==> config.mk <==
export PLATFORM = sky130hd
export DESIGN_NAME = rf_wr_arbiter
export DESIGN_NICKNAME = d
export VERILOG_FILES = /design/src/rtl/rf_arb_pkg.sv /design/src/rtl/sync_fifo.sv /design/src/rtl/rf_wr_arbiter.sv
export SDC_FILE = /design/constraint.sdc
export NUM_CORES = 1
export LEC_CHECK = 0
export CORE_MARGIN = 8
export CORE_UTILIZATION = 47
export DETAILED_ROUTE_END_ITERATION = 7
export PLACE_DENSITY = 0.8
export SETUP_SLACK_MARGIN = 0.02
export SLEW_MARGIN = 20
export SYNTH_ARGS = -nofsm -noshare
export SYNTH_HDL_FRONTEND = slang
export SYNTH_SLANG_ARGS = --single-unit
==> constraint.sdc <==
create_clock -name clk -period 2.3 [get_ports clk]
set_input_delay 0.46 -clock clk [delete_from_list [all_inputs] [get_ports clk]]
set_output_delay 0.46 -clock clk [all_outputs]
set_load 0.01 [all_outputs]
==> src/rtl/rf_arb_pkg.sv <==
// Shared widths and the buffered AXI load-response entry for the register-file write arbiter.
package rf_arb_pkg;
   localparam int ADDR_W   = 5;
   localparam int DATA_W   = 32;
   localparam int NUM_REGS = 32;

   typedef struct packed {
      logic [ADDR_W-1:0] addr;
      logic [DATA_W-1:0] data;
   } rsp_t;
endpackage

==> src/rtl/sync_fifo.sv <==
// Synchronous FIFO with registered pointers; the head is visible only the cycle after a push.
module sync_fifo #(
   parameter int DEPTH = 4,
   parameter int WIDTH = 8,
   localparam int PTR_W = $clog2(DEPTH),
   localparam int CNT_W = PTR_W + 1
) (
   input  logic             clk,
   input  logic             rst_n,
   input  logic             i_push,
   input  logic [WIDTH-1:0] i_data,
   input  logic             i_pop,
   output logic [WIDTH-1:0] o_data,
   output logic             o_full,
   output logic             o_empty,
   output logic [CNT_W-1:0] o_count
);

   logic [WIDTH-1:0] r_mem [DEPTH];
   logic [PTR_W-1:0] r_wr_ptr;
   logic [PTR_W-1:0] r_rd_ptr;
   logic [CNT_W-1:0] r_count;
   logic             w_push;
   logic             w_pop;

   assign o_full  = (r_count == CNT_W'(DEPTH));
   assign o_empty = (r_count == '0);
   assign o_count = r_count;
   assign o_data  = r_mem[r_rd_ptr];
   assign w_push  = i_push && !o_full;
   assign w_pop   = i_pop && !o_empty;

   always_ff @(posedge clk) begin
      if (w_push) r_mem[r_wr_ptr] <= i_data;
   end

   // Pointers wrap naturally because DEPTH is a power of two.
   always_ff @(posedge clk or negedge rst_n) begin
      if (!rst_n) begin
         r_wr_ptr <= '0;
         r_rd_ptr <= '0;
         r_count  <= '0;
      end else begin
         if (w_push) r_wr_ptr <= r_wr_ptr + 1'b1;
         if (w_pop)  r_rd_ptr <= r_rd_ptr + 1'b1;
         case ({w_push, w_pop})
            2'b10:   r_count <= r_count + 1'b1;
            2'b01:   r_count <= r_count - 1'b1;
            default: r_count <= r_count;
         endcase
      end
   end

endmodule

==> src/rtl/rf_wr_arbiter.sv <==
// Register-file write-port arbiter: writeback has priority, buffered AXI load responses fill idle slots,
// and a pending scoreboard stalls decode on hazards against outstanding loads.
module rf_wr_arbiter import rf_arb_pkg::*; #(
   parameter int FIFO_DEPTH = 4,
   parameter int DATA_W     = 32,
   parameter int ADDR_W     = 5
) (
   input  logic                          clk,
   input  logic                          rst_n,
   input  logic                          wb_we_i,
   input  logic [ADDR_W-1:0]             wb_addr_i,
   input  logic [DATA_W-1:0]             wb_data_i,
   input  logic                          axi_issue_i,
   input  logic [ADDR_W-1:0]             axi_issue_addr_i,
   output logic                          axi_issue_ready_o,
   input  logic                          axi_rsp_valid_i,
   output logic                          axi_rsp_ready_o,
   input  logic [ADDR_W-1:0]             axi_rsp_addr_i,
   input  logic [DATA_W-1:0]             axi_rsp_data_i,
   input  logic [ADDR_W-1:0]             id_addr_a_i,
   input  logic [ADDR_W-1:0]             id_addr_b_i,
   input  logic [ADDR_W-1:0]             id_addr_d_i,
   input  logic                          id_reg_we_i,
   output logic                          stall_o,
   output logic                          rf_we_o,
   output logic [ADDR_W-1:0]             rf_addr_o,
   output logic [DATA_W-1:0]             rf_data_o,
   output logic [NUM_REGS-1:0]           pending_o,
   output logic [$clog2(FIFO_DEPTH):0]   fifo_count_o
);

   localparam int CNT_W = $clog2(FIFO_DEPTH) + 1;

   logic                w_wb_hit;
   logic                w_fifo_full;
   logic                w_fifo_empty;
   logic                w_pop;
   logic                w_rsp_fire;
   logic                w_push;
   logic                w_set;
   logic                w_clr;
   rsp_t                w_push_ent;
   rsp_t                w_head;
   logic [CNT_W-1:0]    w_fifo_count;
   logic [CNT_W-1:0]    r_outstanding;
   logic [NUM_REGS-1:0] r_pending;
   logic [NUM_REGS-1:0] w_set_mask;
   logic [NUM_REGS-1:0] w_clr_mask;

   // Handshakes: a response transfers on a clock edge where axi_rsp_valid_i && axi_rsp_ready_o;
   // an issue is a one-cycle strobe that the AXI master raises only while axi_issue_ready_o is high.
   assign w_wb_hit        = wb_we_i && (wb_addr_i != '0);
   assign w_pop           = !w_wb_hit && !w_fifo_empty;
   assign axi_rsp_ready_o = !w_fifo_full;
   assign w_rsp_fire      = axi_rsp_valid_i && !w_fifo_full;
   assign w_push          = w_rsp_fire && (axi_rsp_addr_i != '0);
   assign w_push_ent      = '{addr: axi_rsp_addr_i, data: axi_rsp_data_i};

   sync_fifo #(
      .DEPTH (FIFO_DEPTH),
      .WIDTH ($bits(rsp_t))
   ) u_rsp_fifo (
      .clk     (clk),
      .rst_n   (rst_n),
      .i_push  (w_push),
      .i_data  (w_push_ent),
      .i_pop   (w_pop),
      .o_data  (w_head),
      .o_full  (w_fifo_full),
      .o_empty (w_fifo_empty),
      .o_count (w_fifo_count)
   );

   always_comb begin
      rf_we_o   = 1'b0;
      rf_addr_o = '0;
      rf_data_o = '0;
      if (w_wb_hit) begin
         rf_we_o   = 1'b1;
         rf_addr_o = wb_addr_i;
         rf_data_o = wb_data_i;
      end else if (!w_fifo_empty) begin
         rf_we_o   = 1'b1;
         rf_addr_o = w_head.addr;
         rf_data_o = w_head.data;
      end
   end

   // x0 is never pushed, so a FIFO write always clears a real scoreboard bit.
   assign w_set = axi_issue_i && (axi_issue_addr_i != '0);
   assign w_clr = w_pop;

   always_comb begin
      w_set_mask = '0;
      w_clr_mask = '0;
      if (w_set) w_set_mask[axi_issue_addr_i] = 1'b1;
      if (w_clr) w_clr_mask[w_head.addr]      = 1'b1;
   end

   always_ff @(posedge clk or negedge rst_n) begin
      if (!rst_n) begin
         r_pending     <= '0;
         r_outstanding <= '0;
      end else begin
         r_pending <= (r_pending & ~w_clr_mask) | w_set_mask;
         case ({w_set, w_clr})
            2'b10:   r_outstanding <= r_outstanding + 1'b1;
            2'b01:   r_outstanding <= r_outstanding - 1'b1;
            default: r_outstanding <= r_outstanding;
         endcase
      end
   end

   assign axi_issue_ready_o = (r_outstanding < CNT_W'(FIFO_DEPTH)) && !r_pending[axi_issue_addr_i];
   assign pending_o         = r_pending;
   assign fifo_count_o      = w_fifo_count;

   assign stall_o = ((id_addr_a_i != '0) && r_pending[id_addr_a_i]) ||
                    ((id_addr_b_i != '0) && r_pending[id_addr_b_i]) ||
                    (id_reg_we_i && (id_addr_d_i != '0) && r_pending[id_addr_d_i]);

   a_wb_not_pending: assert property (@(posedge clk) disable iff (!rst_n)
      !(w_wb_hit && r_pending[wb_addr_i]));
   a_issue_when_ready: assert property (@(posedge clk) disable iff (!rst_n)
      !(axi_issue_i && !axi_issue_ready_o));
   a_set_clr_distinct: assert property (@(posedge clk) disable iff (!rst_n)
      !(w_set && w_clr && (axi_issue_addr_i == w_head.addr)));

endmodule

==> results.yml <==
power:
  ir_drop_mv: 0.676
  p_per_area_mw_per_mm2: 1220
  p_seq_frac: 0.332
  p_int_mw: 10.2
  p_switching_mw: 5.41
  p_sw_frac: 0.346
  pwr-share-comb: 0.477
  leakagePower_nw: 4.84
  fin_total_pwr_mw: 15.6
  pwr-share-clk: 0.191
sta:
  fin_worst_skew_ps: 10.6
  slew-limit-headroom: 0.626
  rsz0062_at_grt: "yes"
  post-route-period-util: 1.24
  final_hold_viol_count: 0
  tightest_slew_ps: 561
  maxSlewViolCount: 0
  fmax_mhz: 352
  period_minus_slack_ps: 2840
  setup_slack_ps: -543
  setup_viol: 48
  hold_ws_ps: 12.3
critical_path:
  start_kind: "register"
  cpMaxStageDelayCell: "mux4_2"
  reg2reg_depth: 13
  required_ps: 1840
  crit_path_max_fanout: 3
  slowest_delay_ps: 450
  path_cells: "buf_6, mux4_2, mux2_2, or3_1, nand3_2, nand4_1, buf_2"
  endpoint_kind: "output port"
  arrival_ps: 2380
  critical_path_class: "register to output port"
synth:
  synthCells: 527
  synth_top_area_frac: 0.508
  ys_seq_area_frac: 0.628
  async_flop_share: 0.221
  syn_area_mm2: 0.00876
  syn_nets: 635
  synth_edf_count: 148
  ys_ff_latch: 190
  ys.flop_type: "edfxtp_1"
  yosysTopAreaCell: "edfxtp_1"
  ys_types: 47
  yosysWarningCount: 0
  avgSynthCellArea_um2: 16.6
  synthTopCellsByArea: "edfxtp_1 (51%), mux4_2 (17%), dfrtp_1 (12%), a22o_1 (3.7%), o21ai_0 (2.2%)"
run_status:
  violations: "negative setup slack"
  status: "complete, but fails checks"
floorplan:
  core_mm2: 0.0185
  die_w_um: 152
  rows: 50
  num_io_pins: 176
  die_y_um: 152
  start_util: 0.473
  die_area_mm2: 0.0233
final_layout:
  multiInputGateArea_mm2: 0.00325
  utilization: 0.692
  area_delta_synth_final_pct: 46.4
  regArea_mm2: 0.00550
  final_nets: 950
  n_fill_cell: 1219
  final_layout_size_suffix_gt1_frac: 0.408
  final_cell_count_no_fill: 1089
  n_antenna_cell: 0
drt:
  remaining_drc_errors: 0
  drt-pass1-iter-count: 5
  post_drt_wl_per_cell_um: 26.4
  drt_iter0_markers: 511
  antenna_left: 0
  routed_wl_um: 28800
  num_vias: 6614
  vias_per_cell: 6.07
min_path:
  hold_path.class: "input pin to async pin"
cts:
  root_buffer: "clkbuf_16"
  clock_latency_ps: 430
  cts_buffers: 17
  cts_max_level: 4
  clockBufferDepth: 2
  cts.clk_slew.worst_paths_ps: 80
  clock-sinks: 190
  ctsHoldBuffers: 0
  cts_tree: "built"
global_routing:
  grt_pass1_wl_um: 43600
  overflow: 0
  grt_max_degree: 33
  grt.total_usage: 0.248
  antenna_found_initial: 0
  grt_pass1_vias: 7318
placed_design:
  dp_cells: 1025
  finalWeightedCongestion: 0.967
  pre_cts_ws_ps: -1230
  io_buffers: 175
  dp_hpwl_um: 18800
flow_run:
  drv_cap: 0
-- layout by cell type, fill, tap and decap left out, types with 3 or more instances in the layout --
cell,Yosys,final
o21ai_2,0,18
nand3b_1,10,10
clkbuf_16,0,17
mux2_2,6,6
xnor2_1,4,4
o21ai_0,39,19
nor3_1,3,3
dlygate4sd2_1,0,8
edfxtp_1,148,148
buf_12,0,19
nand3_1,7,6
nand2b_1,3,3
mux2i_1,12,12
inv_6,0,3
and2_2,0,4
nor2b_1,6,5
buf_16,0,4
inv_1,12,10
xor2_1,5,4
buf_6,2,20
or3_1,3,3
buf_4,1,116
dfrtp_2,0,4
a22o_1,37,37
dfrtp_1,42,38
mux4_2,65,65
inv_8,0,6
clkdlybuf4s50_1,0,121
buf_2,7,37
nand2_1,10,10
nor2_1,12,11
buf_8,0,3
nor3b_1,3,3
o21ai_1,26,28
nand4_1,4,4
ha_1,6,4
clkinv_8,0,3
-- flip-flops by register name, summed over array words and instances, names as in the netlist --
name,flops
u_rsp_fifo.r_mem,148
pending_o,32
r_outstanding,3
u_rsp_fifo.o_count,3
u_rsp_fifo.r_rd_ptr,2
u_rsp_fifo.r_wr_ptr,2
-- cell type report --
class	count	area share
Clock buffer	17	0.0332
Clock inverter	15	0.0146
Inverter	12	0.00371
Multi-Input combinational cell	291	0.253
Sequential cell	190	0.429
Tap cell	234	0.0228
Timing Repair Buffer	330	0.243
-- synth_stat cells, types with 2 or more instances --
cell / n
edfxtp_1: 148
mux4_2: 65
dfrtp_1: 42
o21ai_0: 39
a22o_1: 37
o21ai_1: 26
clkbuf_1: 22
inv_1: 12
mux2i_1: 12
nor2_1: 12
nand2_1: 10
nand3b_1: 10
buf_2: 7
nand3_1: 7
ha_1: 6
mux2_2: 6
nor2b_1: 6
xor2_1: 5
and2_1: 4
nand4_1: 4
xnor2_1: 4
nand2b_1: 3
nor3_1: 3
nor3b_1: 3
or3_1: 3
a2111oi_0: 2
a31oi_1: 2
buf_1: 2
buf_6: 2
fa_1: 2
o21a_1: 2
or3b_2: 2
or4_4: 2
or4b_1: 2
-- per-stage QoR --
| stage | instance area [um2] | TNS, ps |
|---|---|---|
| floorplan | 8860 | -2360 |
| global placement | 11800 | -51840 |
| detailed placement | 11800 | -55810 |
| CTS | 12800 | -12990 |
| global route | 12800 | -15460 |
| finish | 12800 | -13260 |
-- critical path: cells and delay by family (launching register included) --
family        cells  cell delay [ps]
mux               2              710
buf+inv           2              300
flops             1              430
simple gates      3              520
-- power groups by stage --
stage | registers [mW] | clock network [mW] | logic [mW]
global placement | 5.17 | 0 | 6.61
floorplan | 5.25 | 0 | 3.12
finish | 5.19 | 2.98 | 7.46
global route | 5.24 | 3.15 | 7.89
CTS | 5.15 | 3.00 | 7.36
detailed placement | 5.23 | 0 | 6.76
-- logic make-up after synthesis --
logic type	after synthesis	synth area share
compound gates	117	0.0880
xor+xnor	9	0.00900
buf+inv	46	0.0229
fa+ha+maj	8	0.0131
flops	190	0.628
simple gates	74	0.0507
mux	83	0.189
-- path summary, 6_finish.rpt --
path	start	endpoint	slack, ps
max in group asynchronous	rst_n	pending_o[23]	1670
max reg2reg	u_rsp_fifo.o_count[2]	r_outstanding[2]	-90
min	rst_n	pending_o[0]	10
min reg2reg	r_outstanding[0]	r_outstanding[0]	510
min in group clk	r_outstanding[0]	r_outstanding[0]	510
max	pending_o[19]	stall_o	-540
-- per-layer routing --
layer,GRT usage,vias up,routed length [um]
li1,-,2797,-
met1,0.275,3376,10500
met2,0.443,354,15000
met3,0.0598,87,2070
met4,0.117,0,1210
met5,0,-,0
-- repair_timing --
action / 4_1_cts / 5_1_grt
buffers inserted: 26 / 8
cloned: 9 / 0
resized for setup: 240 / 45
pin swaps: 22 / 38
setup endpoints to repair: 68 / 67
No activity file was read; power rests on OpenSTA's default activity.
